**config.mk**
```make
export PLATFORM = sky130hd
export DESIGN_NAME = prefetch_unit
export DESIGN_NICKNAME = d
export VERILOG_FILES = /design/src/rtl/if_pkg.sv /design/src/rtl/ifq_fifo.sv /design/src/rtl/prefetch_unit.sv
export SDC_FILE = /design/constraint.sdc
export NUM_CORES = 1
export LEC_CHECK = 0
export ABC_AREA = 0
export BUFFER_PORTS_ARGS = -buffer_cell sky130_fd_sc_hd__buf_2
export CAP_MARGIN = 0
export CELL_PAD_IN_SITES_DETAIL_PLACEMENT = 1
export CELL_PAD_IN_SITES_GLOBAL_PLACEMENT = 1
export CORE_MARGIN = 4
export CORE_UTILIZATION = 43
export CTS_CLUSTER_SIZE = 24
export DETAILED_ROUTE_END_ITERATION = 10
export GPL_ROUTABILITY_DRIVEN = 0
export GPL_TIMING_DRIVEN = 0
export HOLD_SLACK_MARGIN = 0.02
export PLACE_DENSITY = 0.84
export SLEW_MARGIN = 20
export SYNTH_ARGS = -nofsm -noshare
export SYNTH_HDL_FRONTEND = slang
export SYNTH_SLANG_ARGS = --single-unit
export TNS_END_PERCENT = 5
```
**constraint.sdc**
```tcl
create_clock -name i_clk -period 3.6 [get_ports i_clk]
set_input_delay 0.18 -clock i_clk [delete_from_list [all_inputs] [get_ports i_clk]]
set_output_delay 0.18 -clock i_clk [all_outputs]
set_load 0.02 [all_outputs]
```
**src/rtl/if_pkg.sv**
```systemverilog
// if_pkg: shared constants and the fetch-queue entry type for the prefetch unit
package if_pkg;
  localparam logic [31:0] NOP = 32'h0000_0013;
  localparam int DEPTH_DEF = 4;
  typedef struct packed {
    logic [31:0] pc;
    logic [31:0] instruct;
  } fetch_entry_t;
endpackage

```
**src/rtl/ifq_fifo.sv**
```systemverilog
// ifq_fifo: sync FIFO of fetch entries; flush/push/pop in, head/count/empty/full out, empty head reads NOP@RESET_PC
module ifq_fifo
  import if_pkg::*;
#(
  parameter int DEPTH = DEPTH_DEF,
  parameter logic [31:0] RESET_PC = 32'h0000_0000
) (
  input  logic                     i_clk,
  input  logic                     i_rst,
  input  logic                     flush,
  input  logic                     push,
  input  logic                     pop,
  input  fetch_entry_t             din,
  output fetch_entry_t             head,
  output logic [$clog2(DEPTH):0]   count,
  output logic                     empty,
  output logic                     full
);
  localparam int AW = $clog2(DEPTH);
  fetch_entry_t mem [DEPTH];
  logic [AW-1:0] wp, rp;
  logic wr, rd;
  assign empty = count == '0;
  assign full = count == (AW+1)'(DEPTH);
  assign wr = push && (!full || pop) && !flush;
  assign rd = pop && !empty && !flush;
  assign head = empty ? fetch_entry_t'({RESET_PC, NOP}) : mem[rp];
  always_ff @(posedge i_clk or posedge i_rst)
    if (i_rst) begin
      wp <= '0;
      rp <= '0;
      count <= '0;
    end else if (flush) begin
      wp <= '0;
      rp <= '0;
      count <= '0;
    end else begin
      wp <= wr ? wp + AW'(1) : wp;
      rp <= rd ? rp + AW'(1) : rp;
      count <= count + (AW+1)'(wr) - (AW+1)'(rd);
    end
  always_ff @(posedge i_clk)
    if (wr) mem[wp] <= din;
endmodule

```
**src/rtl/prefetch_unit.sv**
```systemverilog
// prefetch_unit: instruction prefetcher; imem req/gnt/rvalid side, decode valid/ready side, redirect flushes and discards stale responses
module prefetch_unit
  import if_pkg::*;
#(
  parameter int DEPTH = DEPTH_DEF,
  parameter logic [31:0] RESET_PC = 32'h0000_0000
) (
  input  logic        i_clk,
  input  logic        i_rst,
  input  logic        i_redirect,
  input  logic [31:0] i_redirect_pc,
  output logic        o_imem_req,
  output logic [31:0] o_imem_addr,
  input  logic        i_imem_gnt,
  input  logic        i_imem_rvalid,
  input  logic [31:0] i_imem_rdata,
  output logic        o_valid,
  input  logic        i_ready,
  output logic [31:0] o_instruct,
  output logic [31:0] o_pc_cur,
  output logic [31:0] o_pc_four
);
  localparam int CW = $clog2(DEPTH) + 1;
  logic [31:0] fetch_pc, resp_pc, tgt;
  logic [CW-1:0] inflight, discard, count;
  logic empty, full, fire, rv, push, pop;
  fetch_entry_t head;
  assign tgt = i_redirect_pc & ~32'h3;
  // a response with nothing outstanding belongs to a request abandoned by reset
  assign rv = i_imem_rvalid && inflight != '0;
  assign push = rv && discard == '0 && !i_redirect;
  assign o_imem_req = !i_rst && !i_redirect && !full && ({1'b0, inflight} + {1'b0, count} < (CW+1)'(DEPTH));
  assign o_imem_addr = fetch_pc;
  assign fire = o_imem_req && i_imem_gnt;
  assign o_valid = !empty && !i_redirect;
  assign pop = o_valid && i_ready;
  assign o_instruct = head.instruct;
  assign o_pc_cur = head.pc;
  assign o_pc_four = head.pc + 32'd4;
  ifq_fifo #(.DEPTH(DEPTH), .RESET_PC(RESET_PC)) u_ifq (
    .i_clk(i_clk),
    .i_rst(i_rst),
    .flush(i_redirect),
    .push(push),
    .pop(pop),
    .din(fetch_entry_t'({resp_pc, i_imem_rdata})),
    .head(head),
    .count(count),
    .empty(empty),
    .full(full)
  );
  always_ff @(posedge i_clk or posedge i_rst)
    if (i_rst) begin
      fetch_pc <= RESET_PC;
      resp_pc <= RESET_PC;
      inflight <= '0;
      discard <= '0;
    end else begin
      inflight <= inflight + CW'(fire) - CW'(rv);
      fetch_pc <= i_redirect ? tgt : fire ? fetch_pc + 32'd4 : fetch_pc;
      resp_pc <= i_redirect ? tgt : push ? resp_pc + 32'd4 : resp_pc;
      // every request still outstanding after this edge is stale; discard is a subset of inflight
      discard <= i_redirect ? inflight - CW'(rv) : (rv && discard != '0) ? discard - CW'(1) : discard;
    end
endmodule

```
==> impl_metrics.json, run 1 <==
{
  "ioPinCount": 200,
  "post_route_cells_drive_above_1_share_pct": 29.1,
  "grt_start_max_net_pins": 57,
  "slew_violations": 0,
  "yosys_register_bits": 321,
  "clk_root_buffer_cell": "clkbuf_16",
  "post_drt_via_cell_ratio": 5.46,
  "port-buffer-count": 190,
  "number_of_enable_flip_flop_cells_after_synthesis": 248,
  "yosys.area.top_type": "edfxtp_1",
  "antenna_cells": 0,
  "netlist_instances": 971,
  "synth_top_cell_area_share_pct": 51.6,
  "post_layout_nonfiller_instances": 1735,
  "critPathCaptureType": "primary output",
  "initial_core_util_pct": 44.0,
  "die-height_um": 191,
  "maxClockFrequency_ghz": 0.282,
  "timing.critical_path.from": "u_ifq.count[2]$_DFF_PP0_",
  "comb_power_share_pct": 33.3,
  "power.density_nw_per_um2": 661,
  "vias": 9479,
  "cts.htree.levels": 2,
  "routed_wire_length_per_instance_um": 22.7,
  "p_int_w": 0.00783,
  "synth.lib_cells_used.distinct": 54,
  "layout.nets": 1359,
  "netSwitchingPower_w": 0.00401,
  "global_route.usage.total_pct": 21.5,
  "yosysWarnings": 0,
  "start_kind": "flip-flop",
  "status": "finished, final reports clean",
  "detailedPlacementHpwl_um": 27100,
  "coreArea_um2": 32800,
  "worst_min_path_start": "i_imem_gnt",
  "seqPwrFrac_pct": 38.0,
  "totalWireLength_um": 39300,
  "maxCapViolCount": 0,
  "worst_slack_ps": 51.1,
  "yosys-top-cells-count": "248 x edfxtp_1, 89 x nand2_1, 73 x dfrtp_1",
  "worst_slew_pin_slew_ps": 988,
  "critical_path.max_fanout": 19,
  "tritoncts_clock_tree": "built",
  "synth_area_um2": 14400,
  "synth.top_cells.by_area": "edfxtp_1 52%, dfrtp_1 13%, mux4_2 9.4%, and2_1 2.4%, nand2_1 2.3%",
  "fraction_of_registers_with_async_set_reset_pct": 22.7,
  "die_width_um": 191,
  "grt_pass1_vias": 10500,
  "cts.reportedPaths.clkPinSlew_ps": 60,
  "antenna_found_initial": 0,
  "synthToLayoutAreaGrowth_pct": 24.2,
  "clockBufferDepth": 3,
  "first_pass_iters": 5,
  "tritoncts_num_sinks": 321,
  "crit_arrival_ps": 3370,
  "clkPwrFrac_pct": 28.7,
  "vdd_drop_max_mv": 0.273,
  "worstHoldPathType": "input port to flip-flop",
  "setup_violations": 0,
  "clk_latency_ps": 510,
  "leftover_overflow_at_the_end_of_global_routing": 0,
  "dp.cells": 1613,
  "grt_pass1_wl_um": 60900,
  "period_minus_slack_ps": 3550,
  "synth.avg_cell_area_um2": 14.9,
  "worstPathRequired_ps": 3420,
  "post_route_setup_tns_ps": 0,
  "slew-limit-headroom_pct": 33.6,
  "rr_startpoint": "inflight[1]$_DFF_PP0_",
  "post-synth-top-count-cell": "edfxtp_1",
  "drc": 0,
  "finalHoldViolCount": 0,
  "pre_cts_slack_ps": -1010,
  "drt.antenna.violating_nets": 0,
  "period_utilization_pct": 98.6,
  "core.rowCount": 66,
  "path_class": "flip-flop to primary output",
  "switching_share_pct": 33.9,
  "clock_skew_ps": 12.5,
  "design.die.area_um2": 36500,
  "synth_ff_type": "edfxtp_1",
  "dr.first_iter.drc_count": 477,
  "cts_inserted_buffers": 34,
  "ys_seq_area_share_pct": 64.3,
  "power.leakage_nw": 6.77,
  "rsz_0062_raised_after_global_routing": "true"
}
[logic make-up (layout without fill, tap and decap cells)]
logic type      after synthesis  in the layout  share of synthesized area (%)
compound gates               94             94                           3.98
xor+xnor                     70             70                           4.25
fa+ha+maj                    19             19                           1.75
buf+inv                      82            399                           3.04
flops                       321            321                           64.3
mux                          77             77                           11.1
other cells                   1              6                         0.0260
simple gates                307            307                           11.6
[per-layer routing]
layer | GRT usage, % | vias to the layer above | routed length (um)
li1 | - | 4261 | -
met1 | 28.1 | 4877 | 16500
met2 | 38.4 | 295 | 20000
met3 | 3.34 | 46 | 2140
met4 | 4.53 | 0 | 653
met5 | 0 | - | 0
[sequential cells by signal (all words and copies together), names as in the netlist]
name,flops
u_ifq.mem,248
o_imem_addr,30
resp_pc,30
discard,3
inflight,3
u_ifq.count,3
u_ifq.rp,2
u_ifq.wp,2
[cells in the final DEF (no fill, tap or decap), types with 6 or more instances in the layout]
cell type | Yosys | routed
edfxtp_1 | 248 | 248
dfrtp_1 | 73 | 71
xnor2_1 | 36 | 35
and2_1 | 56 | 51
o21ai_0 | 47 | 47
mux2_2 | 9 | 9
ha_1 | 17 | 16
o211ai_1 | 10 | 10
clkbuf_1 | 22 | 25
a21oi_1 | 10 | 10
o311ai_1 | 7 | 7
and3_1 | 18 | 18
nor3_1 | 9 | 7
a31oi_1 | 8 | 8
inv_1 | 32 | 30
clkbuf_16 | 0 | 38
nand4_1 | 19 | 19
buf_2 | 4 | 192
nand3_1 | 37 | 37
nor2_1 | 39 | 39
buf_4 | 13 | 19
conb_1 | 1 | 6
o311ai_0 | 8 | 8
xor2_1 | 34 | 34
mux4_2 | 60 | 60
nand2_1 | 89 | 89
dlygate4sd3_1 | 0 | 63
[path summary, 6_finish.rpt]
path	to	slack, ps	cells after the start
worst max-delay path	o_pc_four[14]	50	13
worst min-delay path	o_imem_addr[10]$_DFFE_PP0P_	80	4
worst max register to register	inflight[2]$_DFF_PP0_	370	13
worst min register to register	u_ifq.wp[0]$_DFFE_PP0P_	550	1
max in group asynchronous	resp_pc[10]$_DFFE_PP0N_	2830	4
min in group asynchronous	resp_pc[21]$_DFFE_PP0N_	210	3
[cell type report]
class | count | area (um^2)
buffer | 45 | 345
clock buffer | 47 | 951
clock inverter | 12 | 111
fill | 3216 | 14900
inverter | 33 | 126
multi-input combinational | 573 | 4820
sequential | 321 | 9280
tap | 442 | 553
timing repair buffer | 262 | 1740
[critical path, stage by stage (launching register included)]
cell and delay, ps:
dfrtp_2 440, or3_4 220, clkbuf_16 180, clkbuf_16 200, and2_4 190, ha_4 150, nand2_1 60, o22a_2 260
nor4_4 260, buf_4 190, and2_1 180, nand2_1 100, xnor2_1 210, buf_2 210
[power by group through the flow]
stage	Sequential, W	Clock (W)	Combinational, W
final	0.00450	0.00340	0.00394
after floorplan	0.00455	0	0.00249
after CTS	0.00449	0.00347	0.00396
after detailed placement	0.00457	0	0.00378
after global routing	0.00453	0.00363	0.00425
after global placement	0.00455	0	0.00365
[metrics by stage]
step           power, W  hold slack [ps]  area [um^2]  utilization [%]
2_1_floorplan   0.00704              279        14400                -
3_3_place_gp    0.00820              392        15900             48.6
3_5_place_dp    0.00835              167        16100             49.1
4_1_cts          0.0119             63.6        17900             54.6
5_1_grt          0.0124              104        17900             54.7
6_report         0.0118             79.0        17900             54.7
[what timing repair did]
action,CTS,global route
hold endpoints to repair,261,0
hold buffers,63,0
endpoints found under the setup margin,26,21
buffers inserted,4,0
resized for setup,17,5
pin swaps,5,2
gates cloned,0,0
No activity file was read; power rests on OpenSTA's default activity.
==> inputs of run 2 (changes only) <==
CORE_ASPECT_RATIO = 1.75   (was unset)
HOLD_SLACK_MARGIN = 0.06   (was 0.02)
==> run 2 against run 1 <==
Compared with the run above: cell area increased by 0.29%; largest power group unchanged; power fell by 1.4%; first-iteration DRC count is 19% higher; critical path type unchanged; sequential share of layout area is 0.15 points lower; largest cell class unchanged; clock-buffer cell count decreased by 2.
==> impl_metrics.json, run 2 (synthesized netlist as in run 1, its figures left out) <==
{
  "rsz_0062_raised_after_global_routing": "true",
  "crit_arrival_ps": 3320,
  "worstPathRequired_ps": 3420,
  "start_kind": "flip-flop",
  "post_layout_nonfiller_instances": 1715,
  "status": "finished, final reports clean",
  "finalHoldViolCount": 0,
  "worst_slew_pin_slew_ps": 1090,
  "dr.first_iter.drc_count": 568,
  "r2r_end": "inflight[2]$_DFF_PP0_",
  "vdd_drop_max_mv": 0.343,
  "cts.htree.levels": 1,
  "grt_pass1_wl_um": 61500,
  "leftover_overflow_at_the_end_of_global_routing": 0,
  "slew_violations": 0,
  "dp.cells": 1576,
  "most_common_cell_after_layout_fill_and_taps_aside": "edfxtp_1",
  "layout.nets": 1377,
  "pre_cts_slack_ps": -1050,
  "crit_path_frequent_cell": "nor4_4",
  "r2r_cells": 15,
  "synthToLayoutAreaGrowth_pct": 24.6,
  "worstHoldPathType": "input port to async pin",
  "cp_num_buf_inv": 3,
  "hold_worst_slack_ps": 164,
  "setup_violations": 0,
  "largest_register": "u_ifq.mem",
  "grt_pass1_vias": 10400,
  "critical_path.cell_chain": "buf_6 > buf_12 > mux4_2 > and2_4 > ha_4 > nand2_2 > o22a_4 > nor4_4 > nand4_4 > nor4_4 > xnor2_1 > buf_2",
  "grt_start_max_net_pins": 57,
  "crit_cells": 12,
  "die-height_um": 250,
  "path_delay_family": "simple AND/OR/NAND/NOR gates",
  "largest_register_ff_count": 248,
  "totalWireLength_um": 39500,
  "port-buffer-count": 190,
  "drc": 0,
  "power.leakage_nw": 6.83,
  "clock_skew_ps": 12.2,
  "critPathCaptureType": "primary output",
  "worst_slack_ps": 103,
  "core.rowCount": 88,
  "clk_root_buffer_cell": "clkbuf_16",
  "routed_wire_length_per_instance_um": 23.0,
  "maxCapViolCount": 0,
  "critical_path.max_fanout": 10,
  "layout.cells.most_common_list": "248 x edfxtp_1, 191 x buf_2, 86 x nand2_1, 71 x dfrtp_1, 66 x dlygate4sd3_1",
  "antenna_cells": 0,
  "global_route.usage.total_pct": 21.5,
  "period_utilization_pct": 97.1,
  "rr_startpoint": "u_ifq.count[1]$_DFF_PP0_",
  "drt.antenna.violating_nets": 0,
  "finalPower_w": 0.0117,
  "period_minus_slack_ps": 3500,
  "path_class": "flip-flop to primary output",
  "critPathMaxStageDelay_ps": 370,
  "final.fill_count": 3261,
  "initial_core_util_pct": 43.7,
  "power.density_nw_per_um2": 650,
  "cts.reportedPaths.clkPinSlew_ps": 70,
  "post_drt_via_cell_ratio": 5.56,
  "vias": 9541,
  "detailedPlacementHpwl_um": 27700,
  "antenna_found_initial": 0,
  "coreArea_um2": 33000,
  "crit_path_top_delay_cell": "dfrtp_1",
  "fin_util_pct": 54.4,
  "post_route_cells_drive_above_1_share_pct": 30.2,
  "ioPinCount": 200,
  "clockBufferDepth": 3,
  "cts_inserted_buffers": 29,
  "tritoncts_num_sinks": 321,
  "die_width_um": 146,
  "tritoncts_clock_tree": "built",
  "clk_latency_ps": 550,
  "first_pass_iters": 5,
  "reg2reg_slack_ps": 240,
  "design.die.area_um2": 36700,
  "maxClockFrequency_ghz": 0.286,
  "slew-limit-headroom_pct": 27.1
}
[run 2: report_power, final]
part           leakage, nW  internal (W)  switching [W]
clock                0.458       0.00176        0.00134
combinational         3.25       0.00170        0.00240
sequential            3.12       0.00425       0.000232
total                 6.83       0.00771        0.00397
[run 2: what timing repair did]
| action | in CTS | in global routing |
|---|---|---|
| hold buffers | 65 | 1 |
| resized for setup | 23 | 13 |
| hold endpoints to repair | 262 | 2 |
| buffers inserted | 6 | 18 |
| setup endpoints to repair | 54 | 15 |
| cloned | 0 | 0 |
| pin swaps | 5 | 9 |
[run 2: worst max path at each step]
stage,from,end,slack [ps]
final,u_ifq.rp[1]$_DFFE_PP0P_,o_pc_four[24],100
after global routing,u_ifq.rp[0]$_DFFE_PP0P_,o_pc_four[22],-60
after CTS,u_ifq.rp[0]$_DFFE_PP0P_,o_pc_four[25],20
after detailed placement,u_ifq.count[1]$_DFF_PP0_,o_pc_four[24],-1050
after global placement,discard[0]$_DFFE_PP0P_,u_ifq.mem[0][5]$_DFFE_PP_,-1190
after floorplan,u_ifq.count[1]$_DFF_PP0_,o_pc_four[22],60
[run 2: layout make-up]
| class | count | area, um^2 | area share, % |
|---|---|---|---|
| flip-flops and latches | 321 | 9280 | 51.6 |
| multi-input cells | 573 | 4820 | 26.8 |
| repair buffers | 285 | 1930 | 10.7 |
| clock buffers | 45 | 846 | 4.71 |
| well taps | 405 | 507 | 2.82 |
| plain buffers | 45 | 359 | 2.00 |
| inverters | 33 | 129 | 0.717 |
| clock inverters | 8 | 103 | 0.571 |
[run 2: metrics by stage]
stage / instance area, um^2 / setup TNS, ps
global placement: 15900 / -297250
floorplan: 14400 / 0
finish: 18000 / 0
global route: 18000 / -148
CTS: 17800 / 0
detailed placement: 16100 / -10490
[run 2: worst reg2reg max path, stage by stage, from the launching register on]
cell,delay [ps]
dfrtp_2,420
buf_4,170
ha_1,180
or4_4,490
nor4_4,280
buf_4,170
and2_1,130
buf_4,140
inv_4,90
ha_1,290
inv_1,60
ha_1,130
inv_1,50
fa_1,370
xnor2_1,150
xnor2_1,120
[run 2: per-layer routing]
layer / vias up / wire length (um) / GRT usage, %
met4: 0 / 1310 / 8.40
met3: 80 / 1490 / 2.35
met5: - / 0 / 0
met2: 288 / 22400 / 41.9
met1: 4871 / 14300 / 23.6
li1: 4302 / - / -
==> inputs of run 3 (changes only) <==
RECOVER_POWER = 25   (was unset)
==> run 3 against run 2 <==
Compared with the run above: combinational power about the same; power about the same; clock power about the same; non-clock buffer count unchanged; clock skew increased by 1.5 ps; critical path type unchanged; critical endpoint unchanged.
==> impl_metrics.json, run 3 (synthesized netlist as in run 1, its figures left out) <==
{
  "status": "finished, final reports clean",
  "post_route_setup_tns_ps": 0,
  "finalHoldViolCount": 0,
  "vdd_drop_max_mv": 0.346,
  "dr.first_iter.drc_count": 576,
  "critPathCaptureType": "primary output",
  "worst_slew_pin_slew_ps": 1090,
  "power.leakage_nw": 6.73,
  "drt.antenna.violating_nets": 0,
  "path_class": "flip-flop to primary output",
  "cts.htree.levels": 1,
  "synthToLayoutAreaGrowth_pct": 24.3,
  "detailedPlacementHpwl_um": 27700,
  "wl_met2_um": 22400,
  "dp.cells": 1576,
  "clk_root_buffer_cell": "clkbuf_16",
  "wl_met3_um": 1480,
  "comb_power_share_pct": 35.1,
  "clock_skew_ps": 13.7,
  "grt_pass1_wl_um": 61500,
  "route.layer.met1.wl_um": 14300,
  "slew-limit-headroom_pct": 27.1,
  "tritoncts_num_sinks": 321,
  "layout.nets": 1377,
  "grt_pass1_vias": 10400,
  "cts.reportedPaths.clkPinSlew_ps": 70,
  "antenna_cells": 0,
  "layout.cells.most_common_list": "248 x edfxtp_1, 158 x buf_2, 86 x nand2_1, 71 x dfrtp_1, 66 x dlygate4sd3_1",
  "design.die.area_um2": 36700,
  "seqPwrFrac_pct": 38.4,
  "leftover_overflow_at_the_end_of_global_routing": 0,
  "critical_path.max_fanout": 10,
  "setup_violations": 0,
  "worstHoldPathType": "input port to flip-flop",
  "routed_wire_length_per_instance_um": 23.0,
  "clk_latency_ps": 550,
  "detailed_place.area_um2": 16100,
  "antenna_found_initial": 0,
  "totalWireLength_um": 39500,
  "clkPwrFrac_pct": 26.6,
  "netSwitchingPower_w": 0.00397,
  "worstPathRequired_ps": 3420,
  "final.fill_count": 3278,
  "clockBufferDepth": 3,
  "crit_arrival_ps": 3320,
  "period_minus_slack_ps": 3500,
  "post_route_cells_drive_above_1_share_pct": 27.7,
  "maxCapViolCount": 0,
  "final_design_area_no_fill_um2": 17900,
  "first_pass_iters": 4,
  "largest_register_ff_count": 248,
  "start_kind": "flip-flop",
  "period_utilization_pct": 97.1,
  "coreArea_um2": 33000,
  "ioPinCount": 200,
  "largest_register": "u_ifq.mem",
  "cts_inserted_buffers": 29,
  "vias": 9541,
  "power.density_nw_per_um2": 651,
  "grt_start_max_net_pins": 57,
  "p_int_w": 0.00771,
  "global_route.usage.total_pct": 21.5,
  "core.rowCount": 88,
  "drc": 0,
  "port-buffer-count": 190,
  "maxClockFrequency_ghz": 0.286,
  "maxUsedRoutingLayer": "met4",
  "slew_violations": 0,
  "most_common_cell_after_layout_fill_and_taps_aside": "edfxtp_1",
  "rsz_0062_raised_after_global_routing": "true",
  "die_width_um": 146,
  "switching_share_pct": 34.0,
  "post_drt_via_cell_ratio": 5.56,
  "initial_core_util_pct": 43.7,
  "die-height_um": 250,
  "tritoncts_clock_tree": "built",
  "post_layout_nonfiller_instances": 1715
}
run 3: routing by layer:
metal	global-route usage [%]	vias to the layer above
met5	0	-
met4	8.40	0
met3	2.35	79
met2	41.9	282
met1	23.6	4878
li1	-	4302
run 3: worst max-delay path, stage by stage (launching register included):
cell and delay, ps:
dfrtp_1 370, buf_6 150, buf_12 150, mux4_2 240
and2_4 170, ha_4 160, nand2_2 60, o22a_4 270
nor4_4 290, nand4_4 260, nor4_4 280, xnor2_1 160
buf_2 180
run 3: cell type report:
type | count | area [um^2] | share of cell area [%]
multi-input combinational | 573 | 4820 | 26.9
tap | 405 | 507 | 2.83
inverter | 33 | 128 | 0.712
clock buffer | 45 | 846 | 4.72
buffer | 45 | 359 | 2.00
sequential | 321 | 9280 | 51.7
timing repair buffer | 285 | 1890 | 10.5
clock inverter | 8 | 103 | 0.572
run 3: power by group through the flow:
stage	clock, W	combinational [W]	sequential, W
CTS	0.00315	0.00402	0.00448
global route	0.00332	0.00441	0.00451
floorplan	0	0.00249	0.00455
global placement	0	0.00371	0.00454
finish	0.00310	0.00409	0.00448
detailed placement	0	0.00381	0.00456
run 3: repair_timing:
action	4_1_cts	5_1_grt
hold endpoints to repair	262	2
pin swaps	5	9
buffers inserted	6	18
hold buffers	65	1
resized for setup	23	13
setup endpoints to repair	54	15
run 3: final timing paths:
kind,start,endpoint,slack (ps),depth (start not counted)
max reg2reg,u_ifq.count[1]$_DFF_PP0_,inflight[2]$_DFF_PP0_,240,15
max,u_ifq.rp[1]$_DFFE_PP0P_,o_pc_four[24],100,12
min,i_imem_rvalid,u_ifq.wp[0]$_DFFE_PP0P_,270,4
max in group asynchronous,i_rst,resp_pc[23]$_DFFE_PP0N_,2440,4
min reg2reg,o_imem_addr[30]$_DFFE_PP0P_,o_imem_addr[30]$_DFFE_PP0P_,540,1
min in group asynchronous,i_rst,resp_pc[4]$_DFFE_PP0N_,390,3
run 3: metrics by stage:
step                      hold WS [ps]  total power [W]  worst slack, ps  utilization [%]
after floorplan                    279          0.00704             57.5                -
after global placement             390          0.00825            -1190             48.1
after detailed placement           170          0.00837            -1050             48.6
after CTS                         64.0           0.0116             15.6             53.8
after global routing               297           0.0122            -62.2             54.3
final                              266           0.0117              104             54.3
